--- config.mk ---
export PLATFORM = sky130hd
export DESIGN_NAME = ram_access_arbiter
export DESIGN_NICKNAME = d
export VERILOG_FILES = /design/src/rtl/ram_arb_pkg.sv /design/src/rtl/ram_arb_grant.sv /design/src/rtl/ram_access_arbiter.sv
export SDC_FILE = /design/constraint.sdc
export NUM_CORES = 1
export LEC_CHECK = 0
export CELL_PAD_IN_SITES_DETAIL_PLACEMENT = 1
export CELL_PAD_IN_SITES_GLOBAL_PLACEMENT = 2
export CORE_ASPECT_RATIO = 1.25
export CORE_MARGIN = 5
export CORE_UTILIZATION = 32
export DETAILED_ROUTE_END_ITERATION = 8
export GPL_ROUTABILITY_DRIVEN = 0
export GPL_TIMING_DRIVEN = 0
export PLACE_DENSITY = 0.9
export SLEW_MARGIN = 20
export SYNTH_ARGS = -nofsm -noshare
export SYNTH_HDL_FRONTEND = slang
export SYNTH_SLANG_ARGS = --single-unit
--- constraint.sdc ---
create_clock -name clk -period 4 [get_ports clk]
set_input_delay 0.6 -clock clk [delete_from_list [all_inputs] [get_ports clk]]
set_output_delay 0.6 -clock clk [all_outputs]
set_load 0.1 [all_outputs]
--- src/rtl/ram_arb_pkg.sv ---
// rtl/ram_arb_pkg.sv - shared state encoding and port ids for the RAM access arbiter
package ram_arb_pkg;

   // Sequencer states: one RAM access takes exactly four cycles
   typedef enum logic [1:0] {
      IDLE   = 2'd0,
      ADDR   = 2'd1,
      ACCESS = 2'd2,
      DONE   = 2'd3
   } arb_state_e;

   // Requester identities, also the encoding of the last-served pointer
   localparam logic PORT_FETCH = 1'b0;
   localparam logic PORT_DATA  = 1'b1;

endpackage

--- src/rtl/ram_arb_grant.sv ---
// rtl/ram_arb_grant.sv - grant selection; round-robin pointer only with RAM_ARB_ROUND_ROBIN_EN
module ram_arb_grant
   import ram_arb_pkg::*;
(
`ifdef RAM_ARB_ROUND_ROBIN_EN
   input  logic clk_i,
   input  logic rst_b_i,
`endif
   input  logic idle_i,
   input  logic p0_valid_i,
   input  logic p1_valid_i,
   output logic p0_ready_o,
   output logic p1_ready_o
);

   logic prefer_p0;

`ifdef RAM_ARB_ROUND_ROBIN_EN
   logic last_q;
   logic last_d;

   // On a conflict the port that was not served last wins
   assign prefer_p0 = (last_q == PORT_DATA);

   // Pointer follows every transfer, whether or not it was contested
   always_comb begin
      last_d = last_q;
      if (p0_ready_o) begin
         last_d = PORT_FETCH;
      end else if (p1_ready_o) begin
         last_d = PORT_DATA;
      end
   end

   // Pointer register; starts as "data port served last" so fetch wins the first conflict
   always_ff @(posedge clk_i or negedge rst_b_i) begin
      if (!rst_b_i) begin
         last_q <= PORT_DATA;
      end else begin
         last_q <= last_d;
      end
   end
`else
   // Fixed priority: the data port always wins a conflict
   assign prefer_p0 = 1'b0;
`endif

   // At most one ready, only while idle; a lone requester is served immediately
   always_comb begin
      p0_ready_o = idle_i && p0_valid_i && (!p1_valid_i || prefer_p0);
      p1_ready_o = idle_i && p1_valid_i && (!p0_valid_i || !prefer_p0);
   end

endmodule

--- src/rtl/ram_access_arbiter.sv ---
// rtl/ram_access_arbiter.sv - two-port RAM sequencer/arbiter; RAM_ARB_ROUND_ROBIN_EN selects round-robin
module ram_access_arbiter
   import ram_arb_pkg::*;
#(
   parameter int SIZE     = 16,
   parameter int MAR_SIZE = 8
) (
   input  logic                clk,
   input  logic                rst_b,
   input  logic                p0_valid,
   input  logic [MAR_SIZE-1:0] p0_addr,
   output logic                p0_ready,
   output logic                p0_ack,
   output logic [SIZE-1:0]     p0_rdata,
   input  logic                p1_valid,
   input  logic                p1_we,
   input  logic [MAR_SIZE-1:0] p1_addr,
   input  logic [SIZE-1:0]     p1_wdata,
   output logic                p1_ready,
   output logic                p1_ack,
   output logic [SIZE-1:0]     p1_rdata,
   output logic [MAR_SIZE-1:0] ram_address,
   output logic                ram_set_address,
   output logic                ram_set,
   output logic                ram_enable,
   output logic [SIZE-1:0]     ram_data_in,
   input  logic [SIZE-1:0]     ram_data_out,
   output logic                busy
);

   arb_state_e          state_q;
   logic                port_q;
   logic                we_q;
   logic [SIZE-1:0]     wdata_q;
   logic [MAR_SIZE-1:0] ram_address_q;
   logic                ram_set_address_q;
   logic                ram_set_q;
   logic                ram_enable_q;
   logic [SIZE-1:0]     ram_data_in_q;
   logic                p0_ack_q;
   logic                p1_ack_q;
   logic [SIZE-1:0]     p0_rdata_q;
   logic [SIZE-1:0]     p1_rdata_q;

   ram_arb_grant u_grant (
`ifdef RAM_ARB_ROUND_ROBIN_EN
      .clk_i      (clk),
      .rst_b_i    (rst_b),
`endif
      .idle_i     (state_q == IDLE),
      .p0_valid_i (p0_valid),
      .p1_valid_i (p1_valid),
      .p0_ready_o (p0_ready),
      .p1_ready_o (p1_ready)
   );

   // Sequencer: latch the granted request, then drive set_address, set/enable, ack in turn
   always_ff @(posedge clk or negedge rst_b) begin
      if (!rst_b) begin
         state_q           <= IDLE;
         port_q            <= PORT_DATA;
         we_q              <= 1'b0;
         wdata_q           <= '0;
         ram_address_q     <= '0;
         ram_set_address_q <= 1'b0;
         ram_set_q         <= 1'b0;
         ram_enable_q      <= 1'b0;
         ram_data_in_q     <= '0;
         p0_ack_q          <= 1'b0;
         p1_ack_q          <= 1'b0;
         p0_rdata_q        <= '0;
         p1_rdata_q        <= '0;
      end else begin
         // Strobes and acks are single-cycle pulses unless a state below raises them
         ram_set_address_q <= 1'b0;
         ram_set_q         <= 1'b0;
         ram_enable_q      <= 1'b0;
         p0_ack_q          <= 1'b0;
         p1_ack_q          <= 1'b0;
         case (state_q)
            IDLE: begin
               if (p0_ready || p1_ready) begin
                  // The fetch port is read-only, so its we is forced low
                  port_q            <= p1_ready ? PORT_DATA : PORT_FETCH;
                  we_q              <= p1_ready & p1_we;
                  wdata_q           <= p1_wdata;
                  ram_address_q     <= p1_ready ? p1_addr : p0_addr;
                  ram_set_address_q <= 1'b1;
                  state_q           <= ADDR;
               end
            end
            ADDR: begin
               if (we_q) begin
                  ram_set_q     <= 1'b1;
                  ram_data_in_q <= wdata_q;
               end else begin
                  ram_enable_q  <= 1'b1;
               end
               state_q <= ACCESS;
            end
            ACCESS: begin
               // Read data is captured at the end of the enable cycle, together with the ack
               if (port_q == PORT_FETCH) begin
                  p0_ack_q <= 1'b1;
                  if (!we_q) begin
                     p0_rdata_q <= ram_data_out;
                  end
               end else begin
                  p1_ack_q <= 1'b1;
                  if (!we_q) begin
                     p1_rdata_q <= ram_data_out;
                  end
               end
               state_q <= DONE;
            end
            DONE: begin
               state_q <= IDLE;
            end
         endcase
      end
   end

   assign ram_address     = ram_address_q;
   assign ram_set_address = ram_set_address_q;
   assign ram_set         = ram_set_q;
   assign ram_enable      = ram_enable_q;
   assign ram_data_in     = ram_data_in_q;
   assign p0_ack          = p0_ack_q;
   assign p1_ack          = p1_ack_q;
   assign p0_rdata        = p0_rdata_q;
   assign p1_rdata        = p1_rdata_q;
   assign busy            = (state_q != IDLE);

endmodule

==> flow_summary_export.csv <==
group,metric,value,unit
floorplan,core,0.0100,mm^2
setup_path,worstSetupEndpointType,"output pin",
global_routing,grt_max_degree,48,
synth,synth_seq_cells,81,
setup_path,crit_path_top_delay_cell,"clkdlybuf4s50_1",
floorplan,die_w,100,um
floorplan,rows,41,
sta,rsz0062_at_grt,"false",
setup_path,r2r_slack,2.17,ns
global_routing,grt_pass1_wl,12700,um
setup_path,crit_chain,"clkdlybuf4s50_1 > clkbuf_1 > nand2_1 > inv_1 > clkdlybuf4s50_1",
setup_path,cp_data_arrival_time,3.15,ns
layout,drive_gt1_share,25.4,%
clock_tree,cts_buffer_depth,2,
synth,avgSynthCellArea,15.7,um^2
placement,place.port_buffers,116,
clock_tree,cts_hold_buffers,0,
synth,ys.warnings.count,0,
run_status,outcome,"complete, no violations",
setup_path,startpoint_type,"input pin",
detailed_routing,post_drt_wl_per_cell,16.8,um
floorplan,initial_core_util,32.4,%
clock_tree,tritoncts,"built",
sta,fin_crit_sh,93.7,%
global_routing,grt_overflow_total,0,
global_routing,track_usage,13.4,%
synth,syn_area,0.00324,mm^2
clock_tree,htree_levels,3,
sta,setup_viol,0,
sta,fmax,267,MHz
layout,fillCellCount,1018,
hold_path,hold_class,"input pin to async pin",
global_routing,grt_pass1_vias,2492,
layout,mostFrequentLayoutCell,"clkdlybuf4s50_1",
global_routing,grt.met1_usage,15.0,%
synth,syn_inst,206,
clock_tree,post_cts_resized,0,
placement,hpwl,5820,um
detailed_routing,vias_per_cell,4.59,
layout,syn_to_final_growth,52.5,%
detailed_routing,drtIter0Drc,45,
layout,antenna_cells,0,
layout,fin_cells,468,
clock_tree,cts_root_buffer,"clkbuf_16",
sta,worst_slew_pin_slew,1.02,ns
synth,synth_nets,263,
floorplan,die_y,123,um
layout,final_core_util,49.4,%
placement,placed_cells,452,
sta,relSlewSlack,32.0,%
detailed_routing,detail-route-antenna-nets,0,
setup_path,max_stage_delay,1.17,ns
floorplan,dieArea,0.0123,mm^2
detailed_routing,drc,0,
sta,finalMaxSlewViolations,0,
global_routing,met2_usage,23.8,%
clock_tree,cts_buffers,9,
clock_tree,clk_pin_slew_worst_paths,0.06,ns
layout,nNetsFinal,391,
detailed_routing,firstDrtPassIters,5,
sta,timing.hold.ws,0.225,ns
flow_run,drv_cap,0,
sta,finalClockSkew,0.00346,ns
detailed_routing,totalWireLength,7870,um
floorplan,ioPinCount,117,
setup_path,cp_common_cell,"clkdlybuf4s50_1",
synth,yosys.cell_types.count,24,
setup_path,path_class,"input pin to output pin",
global_routing,top_usage_layer,"met2",
setup_path,worstPathRequired,3.40,ns
global_routing,use_met3,3.24,%
layout,layout_common_cells,"115 x clkdlybuf4s50_1, 80 x dfrtp_1, 36 x mux2_2",
clock_tree,cts.sink_count,81,
global_routing,antenna_found_initial,0,
synth,seq_area_frac_synth,62.5,%
setup_path,cp_top_family,"buffers and inverters",
clock_tree,cts_setup_buffers,0,
detailed_routing,via_count,2149,
setup_path,critical_path_buf_inv_count,4,
sta,finalCriticalPeriod,3.75,ns
clock_tree,clk_latency,0.33,ns
sta,hold_violations,0,
setup_path,critPathMaxFanout,10,
[registers in the layout, indices dropped and copies added, names as in the netlist, 2 cells and up]
signal / count
state_q: 2
p1_rdata: 16
p0_rdata: 16
ram_data_in: 16
ram_address: 8
wdata_q: 16
[worst register-to-register path: stages (launching register included)]
cell and delay (ns):
dfrtp_1 0.38, inv_1 0.12, ha_1 0.24, buf_2 0.26, nand2_1 0.27, o32ai_1 0.34, nor2_1 0.08
[cells by family after synthesis]
kind of cell	share of synthesized area (%)
DFF	62.5
muxes	25.3
and+or+nand+nor	3.63
AOI/OAI and AO/OA	3.97
buffers and inverters	3.01
adders and majority gates	1.54
[path summary, 6_finish.rpt]
| kind | from | end | cells after the start |
|---|---|---|---|
| setup / recovery | p1_valid | p1_ready | 5 |
| max in group asynchronous | rst_b | p0_rdata[1] | 2 |
| hold / removal | rst_b | ram_data_in[7] | 1 |
| min in group clk | port_q | port_q | 2 |
| hold reg to reg | port_q | port_q | 2 |
| setup reg to reg | state_q[0] | ram_address[6] | 6 |
[cell usage after synthesis, drive strengths merged]
cell type	instances	share of area, %
nand2	6	0.93
and2	1	0.19
a22o	1	0.27
buf	8	2.2
dfrtp	80	62
o22ai	8	1.5
or2	2	0.46
clkbuf	1	0.12
ha	4	1.5
and2b	1	0.23
mux2i	1	0.31
nand2b	1	0.19
inv	6	0.69
nor2b	2	0.46
nor2	10	1.2
o32ai	8	2.2
dfstp	1	0.81
mux2	65	25
[per-layer routing]
layer	wire [um]	vias to the layer above
met5	0	-
met4	136	0
met3	402	9
met2	4290	67
met1	3040	1092
li1	-	981
[layout make-up]
class	count	area (um^2)	share of cell area [%]
Buffer	9	75.1	1.52
Inverter	6	22.5	0.455
Timing Repair Buffer	117	1190	24.0
Sequential cell	81	2030	41.0
Clock inverter	4	98.8	2.00
Multi-Input combinational cell	110	1120	22.6
Tap cell	129	161	3.26
Clock buffer	12	256	5.19
[through the flow]
stage | instance area [um^2] | setup TNS (ns) | worst slack [ns]
floorplan | 3240 | 0 | 1.05
global placement | 4570 | -37.95 | -0.479
detailed placement | 4590 | 0 | 0.232
CTS | 4950 | 0 | 0.214
global route | 4950 | 0 | 0.0816
finish | 4950 | 0 | 0.254
Power is not shown: default switching activity piles up to over one toggle a cycle in this logic, so the estimate is an artifact.
